## src/rtl/ic_pkg.sv

```systemverilog
// Shared definitions for the timer input-capture unit: edge-select encodings,
// default data width and the edge-select decode helper.
package ic_pkg;

    localparam int unsigned IC_CNT_W = 16;

    localparam logic [1:0] IC_EDGE_RISE = 2'b00;
    localparam logic [1:0] IC_EDGE_FALL = 2'b01;
    localparam logic [1:0] IC_EDGE_BOTH = 2'b10;

    // Encoding 2'b11 is treated as rising, same as IC_EDGE_RISE.
    function automatic logic ic_edge_pick(input logic [1:0] sel,
                                          input logic       rise,
                                          input logic       fall);
        logic hit;
        case (sel)
            IC_EDGE_FALL: hit = fall;
            IC_EDGE_BOTH: hit = rise | fall;
            default:      hit = rise;
        endcase
        return hit;
    endfunction

endpackage

```

## src/rtl/ic_fifo.sv

```systemverilog
// Capture FIFO: synchronous push/pop/clear with a registered head word that
// reads 0 when empty. A push into a full FIFO is accepted only with a pop.
module ic_fifo
    import ic_pkg::*;
#(
    parameter int unsigned DATA_W = IC_CNT_W,
    parameter int unsigned DEPTH  = 4
) (
    input  logic              clk_i,
    input  logic              rst_ni,
    input  logic              push_i,
    input  logic              pop_i,
    input  logic              clr_i,
    input  logic [DATA_W-1:0] wdata_i,
    output logic [DATA_W-1:0] head_o,
    output logic              full_o,
    output logic              empty_o
);

    localparam int unsigned AW = $clog2(DEPTH);
    localparam int unsigned CW = AW + 1;

    logic [DATA_W-1:0] mem_q [DEPTH];
    logic [DATA_W-1:0] mem_d [DEPTH];
    logic [AW-1:0]     wr_ptr_q, wr_ptr_d;
    logic [AW-1:0]     rd_ptr_q, rd_ptr_d;
    logic [CW-1:0]     cnt_q, cnt_d;
    logic [DATA_W-1:0] head_q, head_d;
    logic              ne_q, ne_d;

    logic full, empty, do_push, do_pop;

    always_comb begin
        empty   = (cnt_q == '0);
        full    = (cnt_q == CW'(DEPTH));
        do_pop  = pop_i & ~empty & ~clr_i;
        // When full, a same-cycle pop frees the slot the push lands in.
        do_push = push_i & ~clr_i & (~full | do_pop);
    end

    always_comb begin
        mem_d    = mem_q;
        wr_ptr_d = wr_ptr_q;
        rd_ptr_d = rd_ptr_q;
        cnt_d    = cnt_q;
        head_d   = head_q;

        if (clr_i) begin
            wr_ptr_d = '0;
            rd_ptr_d = '0;
            cnt_d    = '0;
            head_d   = '0;
        end else begin
            if (do_push) begin
                mem_d[wr_ptr_q] = wdata_i;
                wr_ptr_d        = wr_ptr_q + 1'b1;
            end
            if (do_pop) begin
                rd_ptr_d = rd_ptr_q + 1'b1;
            end
            case ({do_push, do_pop})
                2'b10:   cnt_d = cnt_q + 1'b1;
                2'b01:   cnt_d = cnt_q - 1'b1;
                default: cnt_d = cnt_q;
            endcase

            // The new head may be the word being written this cycle.
            if (cnt_d == '0) begin
                head_d = '0;
            end else if (empty || (do_pop && (cnt_q == CW'(1)))) begin
                head_d = wdata_i;
            end else if (do_pop) begin
                head_d = mem_q[rd_ptr_d];
            end
        end

        ne_d = (cnt_d != '0);
    end

    always_ff @(posedge clk_i or negedge rst_ni) begin
        if (!rst_ni) begin
            for (int i = 0; i < int'(DEPTH); i++) begin
                mem_q[i] <= '0;
            end
            wr_ptr_q <= '0;
            rd_ptr_q <= '0;
            cnt_q    <= '0;
            head_q   <= '0;
            ne_q     <= 1'b0;
        end else begin
            mem_q    <= mem_d;
            wr_ptr_q <= wr_ptr_d;
            rd_ptr_q <= rd_ptr_d;
            cnt_q    <= cnt_d;
            head_q   <= head_d;
            ne_q     <= ne_d;
        end
    end

    assign head_o  = head_q;
    assign full_o  = full;
    assign empty_o = ~ne_q;

endmodule

```

## src/rtl/input_capture.sv

```systemverilog
// Timer input capture: pin synchroniser, optional noise filter (IC_NOISE_CANCEL_EN),
// edge select and enable gating feeding a snapshot FIFO of counter values.
module input_capture
    import ic_pkg::*;
#(
    parameter int unsigned CNT_W       = IC_CNT_W,
    parameter int unsigned FIFO_DEPTH  = 4,
    parameter int unsigned SYNC_STAGES = 2
) (
    input  logic             i_sysclk,
    input  logic             i_sysrst_n,
    input  logic             i_cap_en,
    input  logic             i_cap_clr,
    input  logic [1:0]       i_cap_edge,
    input  logic             i_cap_pin,
    input  logic [CNT_W-1:0] i_cnt_data,
    input  logic             i_cap_rd,
    output logic             o_cap_ic_flg,
    output logic [CNT_W-1:0] o_cap_cnt_data,
    output logic             o_cap_ne,
    output logic             o_cap_ovr
);

    logic [SYNC_STAGES-1:0] sync_q, sync_d;
    logic                   p_pin_q, p_pin_d;
    logic                   evt_q, evt_d;
    logic                   en_q, en_d;
    logic                   ovr_q, ovr_d;

    logic s_pin, lvl, rise, fall, accept;
    logic fifo_full, fifo_empty;

    always_comb begin
        sync_d = {sync_q[SYNC_STAGES-2:0], i_cap_pin};
        s_pin  = sync_q[SYNC_STAGES-1];
    end

`ifdef IC_NOISE_CANCEL_EN
    logic [2:0] filt_hist_q, filt_hist_d;
    logic       filt_q, filt_d;

    // Level follows s_pin only once the current and three previous samples agree.
    always_comb begin
        filt_hist_d = {filt_hist_q[1:0], s_pin};
        if (&{filt_hist_q, s_pin}) begin
            lvl = 1'b1;
        end else if (~|{filt_hist_q, s_pin}) begin
            lvl = 1'b0;
        end else begin
            lvl = filt_q;
        end
        filt_d = lvl;
    end

    always_ff @(posedge i_sysclk or negedge i_sysrst_n) begin
        if (!i_sysrst_n) begin
            filt_hist_q <= '0;
            filt_q      <= 1'b0;
        end else begin
            filt_hist_q <= filt_hist_d;
            filt_q      <= filt_d;
        end
    end
`else
    assign lvl = s_pin;
`endif

    always_comb begin
        rise    = lvl & ~p_pin_q;
        fall    = ~lvl & p_pin_q;
        p_pin_d = lvl;
        evt_d   = ic_edge_pick(i_cap_edge, rise, fall);
        en_d    = i_cap_en;

        // Enable must have been high last cycle too, so edges that arrived while
        // disabled are not captured on the enabling cycle; clear wins outright.
        accept = evt_q & i_cap_en & en_q & ~i_cap_clr;

        ovr_d = ovr_q;
        if (i_cap_clr) begin
            ovr_d = 1'b0;
        end else if (accept && fifo_full && !i_cap_rd) begin
            ovr_d = 1'b1;
        end
    end

    always_ff @(posedge i_sysclk or negedge i_sysrst_n) begin
        if (!i_sysrst_n) begin
            sync_q  <= '0;
            p_pin_q <= 1'b0;
            evt_q   <= 1'b0;
            en_q    <= 1'b0;
            ovr_q   <= 1'b0;
        end else begin
            sync_q  <= sync_d;
            p_pin_q <= p_pin_d;
            evt_q   <= evt_d;
            en_q    <= en_d;
            ovr_q   <= ovr_d;
        end
    end

    ic_fifo #(
        .DATA_W (CNT_W),
        .DEPTH  (FIFO_DEPTH)
    ) u_fifo (
        .clk_i   (i_sysclk),
        .rst_ni  (i_sysrst_n),
        .push_i  (accept),
        .pop_i   (i_cap_rd),
        .clr_i   (i_cap_clr),
        .wdata_i (i_cnt_data),
        .head_o  (o_cap_cnt_data),
        .full_o  (fifo_full),
        .empty_o (fifo_empty)
    );

    assign o_cap_ic_flg = accept;
    assign o_cap_ne     = ~fifo_empty;
    assign o_cap_ovr    = ovr_q;

endmodule

```

## config.mk

```make
export PLATFORM = sky130hd
export DESIGN_NAME = input_capture
export DESIGN_NICKNAME = d
export VERILOG_FILES = /design/src/rtl/ic_pkg.sv /design/src/rtl/ic_fifo.sv /design/src/rtl/input_capture.sv
export SDC_FILE = /design/constraint.sdc
export NUM_CORES = 1
export LEC_CHECK = 0
export BUFFER_PORTS_ARGS = -buffer_cell sky130_fd_sc_hd__buf_2
export CORE_MARGIN = 5
export CORE_UTILIZATION = 49
export DETAILED_ROUTE_END_ITERATION = 16
export PLACE_DENSITY = 0.75
export SYNTH_ARGS = -nofsm -noshare
export SYNTH_HDL_FRONTEND = slang
export SYNTH_SLANG_ARGS = --single-unit
export TNS_END_PERCENT = 1
```

## constraint.sdc

```tcl
create_clock -name i_sysclk -period 3.85 [get_ports i_sysclk]
set_input_delay 0 -clock i_sysclk [delete_from_list [all_inputs] [get_ports i_sysclk]]
set_output_delay 0 -clock i_sysclk [all_outputs]
set_load 0.005 [all_outputs]
```

# Word-level counts from Yosys, hierarchy flattened
# Cells that the tools add are included.
dict set report op_classes {
  add_sub_neg 4
  magnitude_cmp 3
  n_eq_ne 6
  mux 21
  bitwise_logic 18
  n_reduce_logical 13
}
# cell count
set op_table {}
lappend op_table {{$mux W16} 7}
lappend op_table {{$bwmux W64} 1}
lappend op_table {{$bmux W16 S2} 1}
lappend op_table {{$demux W16 S2} 1}
lappend op_table {{$mux W2} 5}
lappend op_table {{$and A1 B1 Y1} 9}
lappend op_table {{$ge A3 B3 Y1 const B} 2}
lappend op_table {{$logic_not A3 Y1} 2}
lappend op_table {{$mux W3} 2}
lappend op_table {{$not A2 Y3} 2}
lappend op_table {{$pmux W3 S2} 1}
lappend op_table {{$not A1 Y1} 5}
lappend op_table {{$add A2 B1 Y2 const B} 2}
lappend op_table {{$eq A2 B1 Y1 const B} 2}
lappend op_table {{$eq A2 B2 Y1 const B} 2}
lappend op_table {{$logic_and A1 B1 Y1} 4}
lappend op_table {{$reduce_bool A2 Y1} 2}
lappend op_table {{$reduce_bool A4 Y1} 1}
lappend op_table {{$add A3 B1 Y3 const B} 1}
lappend op_table {{$eq A3 B1 Y1 const B} 1}
lappend op_table {{$eq A3 B3 Y1 const B} 1}
lappend op_table {{$lt A3 B1 Y1 const B} 1}
lappend op_table {{$reduce_bool A3 Y1} 1}
lappend op_table {{$sub A3 B1 Y3 const B} 1}
lappend op_table {{other kinds (6)} 8}
dict set report totals {
  reg_bits 94
  input_bits 24
  output_inout_bits 19
  elab_cells 79
}

# Depth between registers and ports, before layout
# Gate-level depths: netlist of the first run.
dict set report logic_depth {
  ltp_word 14
  depth_mapped 14
  mapped_depth_nobuf 11
}

# Modules after synthesis
# A second synthesis of the first run with hierarchy kept.
dict set report hier_totals {
  cells_unflattened 466
  area_unflattened_um2 5047.3
}
# module n_inst cells_each area_each_um2 seq_area_each_um2
set by_module_without_submodules {}
lappend by_module_without_submodules {ic_fifo 1 442 4774.6 2202.1}
lappend by_module_without_submodules {input_capture 1 24 272.8 150.1}

# Worst setup path after synthesis of the first run
# Ideal clock, no wire load.
dict set report synth_timing {
  path_kind {register -> register}
  from {register u_fifo.cnt_q[0]}
  to {register u_fifo.head_q[10], in the netlist u_fifo.head_o[10]}
  setup_ns 0.159
  arrival_time_ns 2.777
  t_required_ns 3.691
  slack_ns 0.914
  stages_incl_launch_ff 15
  cell_sequence {dfrtp_1 inv_1 ha_1 nor2b_1 buf_4 nor2_4 inv_2 buf_6 ha_1 a22o_1 a21oi_1 a311oi_1 nor3_1 buf_2 a311oi_2}
}
dict set report synth_via {
  elab_chain_cells 14
  elab_cells_between_ends 29
  cone_classes {add/sub (2); eq/ne (4); mux (11); bitwise (7); reduce/logical (5)}
}
# element line_no
set synth_lines {}
lappend synth_lines {{from (decl)} ic_fifo.sv:27} ;# logic [CW-1:0] cnt_q, cnt_d;
lappend synth_lines {{from (signal assigned)} ic_fifo.sv:94} ;# cnt_q <= cnt_d;
lappend synth_lines {{$logic_not A3 Y1} ic_fifo.sv:34} ;# empty = (cnt_q == '0);
lappend synth_lines {{$not A1 Y1} ic_fifo.sv:36} ;# do_pop = pop_i & ~empty & ~clr_i;
lappend synth_lines {{$and A1 B1 Y1 (2 in a row)} ic_fifo.sv:36}
lappend synth_lines {{$mux W2} ic_fifo.sv:58} ;# if (do_pop) begin
lappend synth_lines {{$mux W2} ic_fifo.sv:48} ;# if (clr_i) begin
lappend synth_lines {{$not A2 Y3 (not written as such)} ic_fifo.sv:73} ;# head_d = mem_q[rd_ptr_d];
lappend synth_lines {{$bmux W16 S2} ic_fifo.sv:73}
lappend synth_lines {{$mux W16 (not written as such) (2 in a row)} ic_fifo.sv:73}
lappend synth_lines {{$mux W16} ic_fifo.sv:72} ;# end else if (do_pop) begin
lappend synth_lines {{$mux W16} ic_fifo.sv:70} ;# end else if (empty || (do_pop && (cnt_q == CW'(1)))) begin
lappend synth_lines {{$mux W16} ic_fifo.sv:68} ;# if (cnt_d == '0) begin
lappend synth_lines {{$mux W16} ic_fifo.sv:48}
lappend synth_lines {{to (signal assigned)} ic_fifo.sv:88} ;# head_q <= '0;
lappend synth_lines {{to (signal assigned)} ic_fifo.sv:95} ;# head_q <= head_d;
lappend synth_lines {{to (decl)} ic_fifo.sv:28} ;# logic [DATA_W-1:0] head_q, head_d;
# Several ways; a longest one is shown, not always the timed one. The select of a mux whose other input is x is not followed.
# A chain may end at the register's enable or synchronous reset.

# Worst setup path after layout of the first run
dict set report layout_timing {
  from {input port i_cap_clr}
  to {register u_fifo.head_q[3], in the netlist u_fifo.head_o[3]}
}
dict set report layout_via {
  elab_chain_cells 12
  elab_cells_between_ends 24
  cone_classes {eq/ne (2); mux (11); bitwise (7); reduce/logical (4)}
}
# element line_no
set layout_lines {}
lappend layout_lines {{from (decl)} input_capture.sv:13} ;# input logic i_cap_clr,
lappend layout_lines {{$not A1 Y1 (no source line)} n/a}
lappend layout_lines {{$and A1 B1 Y1} ic_fifo.sv:36}
lappend layout_lines {{$mux W2} ic_fifo.sv:58}
lappend layout_lines {{$mux W2} ic_fifo.sv:48}
lappend layout_lines {{$not A2 Y3 (not written as such)} ic_fifo.sv:73}
lappend layout_lines {{$bmux W16 S2} ic_fifo.sv:73}
lappend layout_lines {{$mux W16 (not written as such) (2 in a row)} ic_fifo.sv:73}
lappend layout_lines {{$mux W16} ic_fifo.sv:72}
lappend layout_lines {{$mux W16} ic_fifo.sv:70}
lappend layout_lines {{$mux W16} ic_fifo.sv:68}
lappend layout_lines {{$mux W16} ic_fifo.sv:48}
# Several ways; a longest one is shown, not always the timed one. The select of a mux whose other input is x is not followed.

==> impl_metrics.tcl, run 1 <==
set metrics [dict create \
    status "finished clean" \
    cts_inserted_buffers 9 \
    post_cts_buffers 0 \
    startpoint "i_cap_clr" \
    yosysMostFrequentCell "dfrtp_1" \
    cts_tree "done" \
    clkSlewWorstSetupHoldPaths_ps 90 \
    p_leak_nw 2.72 \
    r2r-end "u_fifo.head_o[3]$_DFFE_PN0P_" \
    met2_usage_pct 32.3 \
    min_period_ps 3250 \
    fin_nets 547 \
    fmax_ghz 0.308 \
    fill_cells 843 \
    required_ps 4080 \
    ys_top_cells_by_count "dfrtp_1 (94), mux2_2 (64), nor2_1 (35)" \
    synthesis.area_um2 5080 \
    n_antenna_cell 0 \
    drtIter0Drc 413 \
    grt_pass1_wl_mm 20.5 \
    crit_path_end_kind "flop" \
    coreArea_um2 10200 \
    pwr-share-clk_pct 34.7 \
    grt_setup_unrepaired "false" \
    pin_count 43 \
    hp-class "in2reg" \
    p_int_w 0.00154 \
    dp_hpwl_mm 7.84 \
    finalSetupViolCount 0 \
    ys.flop_type "dfrtp_1" \
    grt_pass1_vias 4034 \
    rows 37 \
    yosys-top-cells-area "dfrtp_1 (46%), mux2_2 (14%), ha_1 (3.4%), o21ai_0 (3.3%), mux2i_1 (3.2%)" \
    htreeDepth 3 \
    use_met1_pct 26.0 \
    p_total_w 0.00208 \
    wl_per_cell_um 18.9 \
    maxSlewViolCount 0 \
    yosysSeqAreaShare_pct 46.3 \
    clock_sinks 94 \
    clk_latency_ps 380 \
    routed_wl_mm 12.3 \
    grt_max_degree 63 \
    synth_area_leader_cell "dfrtp_1" \
    drive_above_1_share_pct 29.0 \
    dieArea_um2 12500 \
    p_sw_share_pct 25.9 \
    r2r.worst_path.cells 12 \
    ctsHoldBuffers 23 \
    ys_warn_count 0 \
    antenna_found_initial 0 \
    worstPathArrival_ps 3470 \
    r2r-start "u_fifo.cnt_q[0]$_DFF_PN0_" \
    grt_use_met3_pct 2.72 \
    synth_seq_cells 94 \
    die_h_um 112 \
    synth_edf_count 0 \
    clock_path_buffers 2 \
    maxSlewHeadroom_pct 17.2 \
    finalClockSkew_ps 12.8 \
    grtUsageTotal_pct 20.1 \
    synthArstFlopShare_pct 100 \
    critPathMaxFanout 14 \
    reg2reg_slack_ps 640 \
    crit_path_start_kind "input port" \
    peakVddDrop_v 0.000221 \
    max_cap_violations 0 \
    p_switching_w 0.000538 \
    antenna_left 0 \
    synth_nets 500 \
    worstMarginPinSlew_ps 1240 \
    busiest_layer "met2" \
    synth_top_area_share_pct 46.3 \
    via_per_inst 6.13 \
    grt.overflow.total 0 \
    root_buffer "clkbuf_8" \
    layout_setup_ws_ps 604 \
    power_per_cell_area_nw_per_um2 359 \
    syn_to_final_growth_pct 13.9 \
    dieWidth_um 112 \
    path_class "in2reg" \
    endpoint "u_fifo.head_o[3]$_DFFE_PN0P_" \
    fin_crit_sh_pct 84.3 \
    ys_types 36 \
    p_comb_share_pct 11.9 \
    place_ws_ps 666 \
    synthCells 462 \
    gp_congestion 0.898 \
    drc 0 \
    vias 3987 \
    pwr-share-seq_pct 53.4 \
    drtPass1Iterations 5 \
    avgSynthCellArea_um2 11.0 \
    start_util_pct 49.7 \
    hold_viol_final 0 \
    setup_tns_ps 0 \
    io_buffers 42 \
    cts_resized 0 \
]
==> layer usage <==
| layer | vias up | routed length [um] |
|---|---|---|
| li1 | 1807 | - |
| met5 | - | 0 |
| met1 | 2002 | 5310 |
| met3 | 30 | 630 |
| met4 | 0 | 404 |
| met2 | 148 | 5910 |
==> cell usage in the layout, fill, tap and decap left out, types with 2 or more instances in the layout <==
master / instances
nand2_2: 4
o211ai_1: 17
mux2_2: 64
buf_4: 11
a311oi_1: 9
nand2b_1: 2
ha_1: 14
a221o_1: 15
buf_2: 41
a211oi_1: 2
nor2b_1: 4
a311oi_2: 8
nor3_1: 15
bufinv_16: 2
nand2_1: 20
a21oi_1: 8
nor2_1: 34
dfrtp_1: 94
a31oi_1: 15
mux2i_1: 16
o21ai_0: 34
clkbuf_8: 9
clkinvlp_4: 2
clkbuf_1: 2
dlygate4sd3_1: 23
inv_1: 16
a22o_1: 16
or3_1: 2
==> critical path, stage by stage <==
cell and delay [ps]:
dlygate4sd3_1 530, buf_2 190, nand2b_1 470, a31oi_4 470, inv_1 100, ha_1 350
inv_1 90, o211ai_1 120, a21oi_1 130, nor3_2 610, buf_4 330, a311oi_1 70
==> through the flow <==
stage	utilization (%)	hold WS [ps]	std cells	cell area, um2
floorplan	-	-296	462	5080
global placement	52.2	112	611	5340
detailed placement	52.2	120	611	5340
CTS	56.6	34.3	650	5790
global route	56.6	78.9	650	5790
finish	56.6	36.4	650	5790
==> worst min-delay path by stage <==
stage                        from                   to  slack, ps  cells past startpoint
CTS                 i_cap_edge[0]      evt_q$_DFF_PN0_         30                      4
floorplan              i_sysrst_n       en_q$_DFF_PN0_       -300                      0
global placement       i_sysrst_n  sync_q[1]$_DFF_PN0_        110                      1
global route        i_cap_edge[0]      evt_q$_DFF_PN0_         80                      4
finish              i_cap_edge[0]      evt_q$_DFF_PN0_         40                      4
detailed placement      i_cap_pin  sync_q[0]$_DFF_PN0_        120                      1
==> registers in the layout, summed over array words and instances (netlist names) <==
| register | flops |
|---|---|
| u_fifo.mem_q | 64 |
| u_fifo.head_o | 16 |
| u_fifo.cnt_q | 3 |
| sync_q | 2 |
| u_fifo.rd_ptr_q | 2 |
| u_fifo.wr_ptr_q | 2 |
| en_q | 1 |
| evt_q | 1 |
| o_cap_ovr | 1 |
| p_pin_q | 1 |
| u_fifo.ne_q | 1 |
==> power by group through the flow <==
| stage | registers (W) | clock network [W] | logic (W) |
|---|---|---|---|
| 6_report | 0.00111 | 0.000722 | 0.000247 |
| 5_1_grt | 0.00112 | 0.000780 | 0.000275 |
| 4_1_cts | 0.00111 | 0.000735 | 0.000248 |
| 3_5_place_dp | 0.00113 | 0 | 0.000231 |
| 3_3_place_gp | 0.00112 | 0 | 0.000218 |
| 2_1_floorplan | 0.00111 | 0 | 0.000154 |
==> cells by family after synthesis <==
kind of cell	count (synthesis)	synth area share, %
simple gates	88	7.90
buf+inv	56	5.29
mux	80	17.3
flops	94	46.3
fa+ha+maj	14	3.45
xor+xnor	1	0.172
compound gates	129	19.6
==> area by class of cell <==
| cell class | count | area (um2) | area share, % |
|---|---|---|---|
| clock buffer | 11 | 131 | 2.27 |
| multi-input combinational | 312 | 2470 | 42.7 |
| sequential | 94 | 2350 | 40.6 |
| clock inverter | 5 | 83.8 | 1.45 |
| timing repair buffer | 75 | 518 | 8.95 |
| inverter | 17 | 63.8 | 1.10 |
| tap | 136 | 170 | 2.94 |
Power figures use the tool's default switching activity.
==> run 2: changes to the inputs <==
--- a/config.mk
+++ b/config.mk
@@ -9,7 +9,7 @@
 export CORE_MARGIN = 5
 export CORE_UTILIZATION = 49
 export DETAILED_ROUTE_END_ITERATION = 16
-export PLACE_DENSITY = 0.75
+export PLACE_DENSITY = 0.78
 export SYNTH_ARGS = -nofsm -noshare
 export SYNTH_HDL_FRONTEND = slang
 export SYNTH_SLANG_ARGS = --single-unit
==> constraint.sdc (replaced) <==
create_clock -name i_sysclk -period 2.9 [get_ports i_sysclk]
set_input_delay 0 -clock i_sysclk [delete_from_list [all_inputs] [get_ports i_sysclk]]
set_output_delay 0 -clock i_sysclk [all_outputs]
set_load 0.005 [all_outputs]
==> run 2 against run 1 <==
Compared with the run above: combinational power up 34%; final area rose by 0.65%; flip-flop and latch count is the same; critical endpoint is now u_fifo.head_o[5]$_DFFE_PN0P_; critical path depth is 1 lower; non-clock buffer count up 6; highest routed layer unchanged; die area is the same; power grew 29%.
==> impl_metrics.tcl, run 2 (synthesis results as in run 1) <==
set metrics [dict create \
    status "finished clean" \
    fmax_ghz 0.363 \
    antenna_found_initial 0 \
    layout_setup_ws_ps 148 \
    n_antenna_cell 0 \
    root_buffer "clkbuf_8" \
    largest_reg_flops 64 \
    clk_latency_ps 370 \
    rows 37 \
    post_cts_buffers 0 \
    antenna_left 0 \
    wl_per_cell_um 18.1 \
    r2r-end "u_fifo.head_o[5]$_DFFE_PN0P_" \
    finalSetupViolCount 0 \
    wl_met2_mm 5.77 \
    power_per_cell_area_nw_per_um2 461 \
    layout_commonest_cell "dfrtp_1" \
    coreArea_um2 10200 \
    maxUsedRoutingLayer "met4" \
    r2r-start "u_fifo.cnt_q[1]$_DFF_PN0_" \
    wl_met3_um 695 \
    cts_inserted_buffers 9 \
    maxSlewHeadroom_pct 64.5 \
    maxSlewViolCount 0 \
    max_cap_violations 0 \
    dieArea_um2 12500 \
    hold_path_startpoint "i_cap_edge[0]" \
    syn_to_final_growth_pct 14.7 \
    htreeDepth 3 \
    grtUsageTotal_pct 20.0 \
    clock_path_buffers 2 \
    required_ps 3170 \
    dieWidth_um 112 \
    drc 0 \
    io_buffers 42 \
    vias 3969 \
    grt_pass1_vias 4235 \
    worstPathArrival_ps 3020 \
    finalClockSkew_ps 11.9 \
    fin_crit_sh_pct 94.9 \
    grt_max_degree 43 \
    die_h_um 112 \
    grt_pass1_wl_mm 20.4 \
    fin_nets 553 \
    clkSlewWorstSetupHoldPaths_ps 90 \
    crit_path_end_kind "flop" \
    drtPass1Iterations 6 \
    p_leak_nw 2.75 \
    setup_tns_ps 0 \
    drtIter0Drc 343 \
    min_period_ps 2750 \
    r2r.worst_path.cells 11 \
    cts_tree "done" \
    place_ws_ps 131 \
    top_register "u_fifo.mem_q" \
    worstMarginPinSlew_ps 532 \
    path_class "reg2reg" \
    worstHoldPathCells 4 \
    grt.overflow.total 0 \
    via_per_inst 6.05 \
    peakVddDrop_v 0.000210 \
    dp_hpwl_mm 7.78 \
    hold_viol_final 0 \
    routed_wl_mm 11.9 \
    gp_congestion 0.847 \
    reg2reg_slack_ps 150 \
    drive_above_1_share_pct 30.0 \
    pin_count 43 \
    clock_sinks 94 \
    hp-class "in2reg" \
    met1_length_mm 5.18 \
    critPathMaxFanout 17 \
    hold-path-endpoint "evt_q$_DFF_PN0_" \
    mostFrequentLayoutCells "dfrtp_1 (94), mux2_2 (64), buf_2 (41)" \
    crit_path_start_kind "flop" \
    start_util_pct 49.7 \
]
## run 2: final cells by class
cell class / instances / area, um2
flip-flops and latches: 94 / 2350
repair buffers: 81 / 563
inverters: 17 / 63.8
clock inverters: 4 / 56.3
fillers: 834 / 4400
well taps: 136 / 170
clock buffers: 12 / 145
multi-input cells: 312 / 2480
## run 2: worst max path at each step
stage	startpoint	endpoint	slack, ps	cells past startpoint
after global placement	u_fifo.cnt_q[0]$_DFF_PN0_	u_fifo.head_o[4]$_DFFE_PN0P_	360	11
after detailed placement	u_fifo.cnt_q[0]$_DFF_PN0_	u_fifo.head_o[5]$_DFFE_PN0P_	130	11
final	u_fifo.cnt_q[1]$_DFF_PN0_	u_fifo.head_o[5]$_DFFE_PN0P_	150	11
after CTS	u_fifo.cnt_q[0]$_DFF_PN0_	u_fifo.head_o[5]$_DFFE_PN0P_	100	11
after floorplan	u_fifo.cnt_q[0]$_DFF_PN0_	u_fifo.head_o[10]$_DFFE_PN0P_	160	14
after global routing	u_fifo.cnt_q[1]$_DFF_PN0_	u_fifo.head_o[5]$_DFFE_PN0P_	-0.3	11
## run 2: per-stage QoR
step	instance area, um2	std cells	total power (W)	hold slack (ps)	utilization [%]
after floorplan	5090	462	0.00168	-296	-
after global placement	5390	617	0.00177	10.4	52.7
after detailed placement	5390	617	0.00180	24.6	52.7
after CTS	5820	656	0.00269	66.8	56.9
after global routing	5830	656	0.00280	105	57.0
final	5830	656	0.00268	82.8	57.0
## run 2: layer usage
layer	vias up	global-route usage, %
li1	1818	-
met1	1976	25.7
met2	152	32.8
met3	23	2.93
met4	0	10.1
met5	-	0
## run 2: power by group
group / switching [W] / internal, W / total (W) / leakage, nW
Sequential: 0.0000647 / 0.00140 / 0.00147 / 1.28
Clock: 0.000457 / 0.000428 / 0.000884 / 0.101
Combinational: 0.000175 / 0.000157 / 0.000332 / 1.38
## run 2: worst max-delay path: stages (launching register included)
cell      delay, ps
dfrtp_1         390
inv_1           140
ha_1            310
nor2b_2         290
nor2_4           70
ha_1            360
inv_1           130
a21oi_1          90
a311oi_2        350
nor3_2           60
buf_4           220
a311oi_1        240
## run 2: timing repair
item                       4_1_cts  5_1_grt
setup endpoints to repair        0        8
hold endpoints to repair       130        0
gates resized for setup          0        1
hold buffers                    23        0
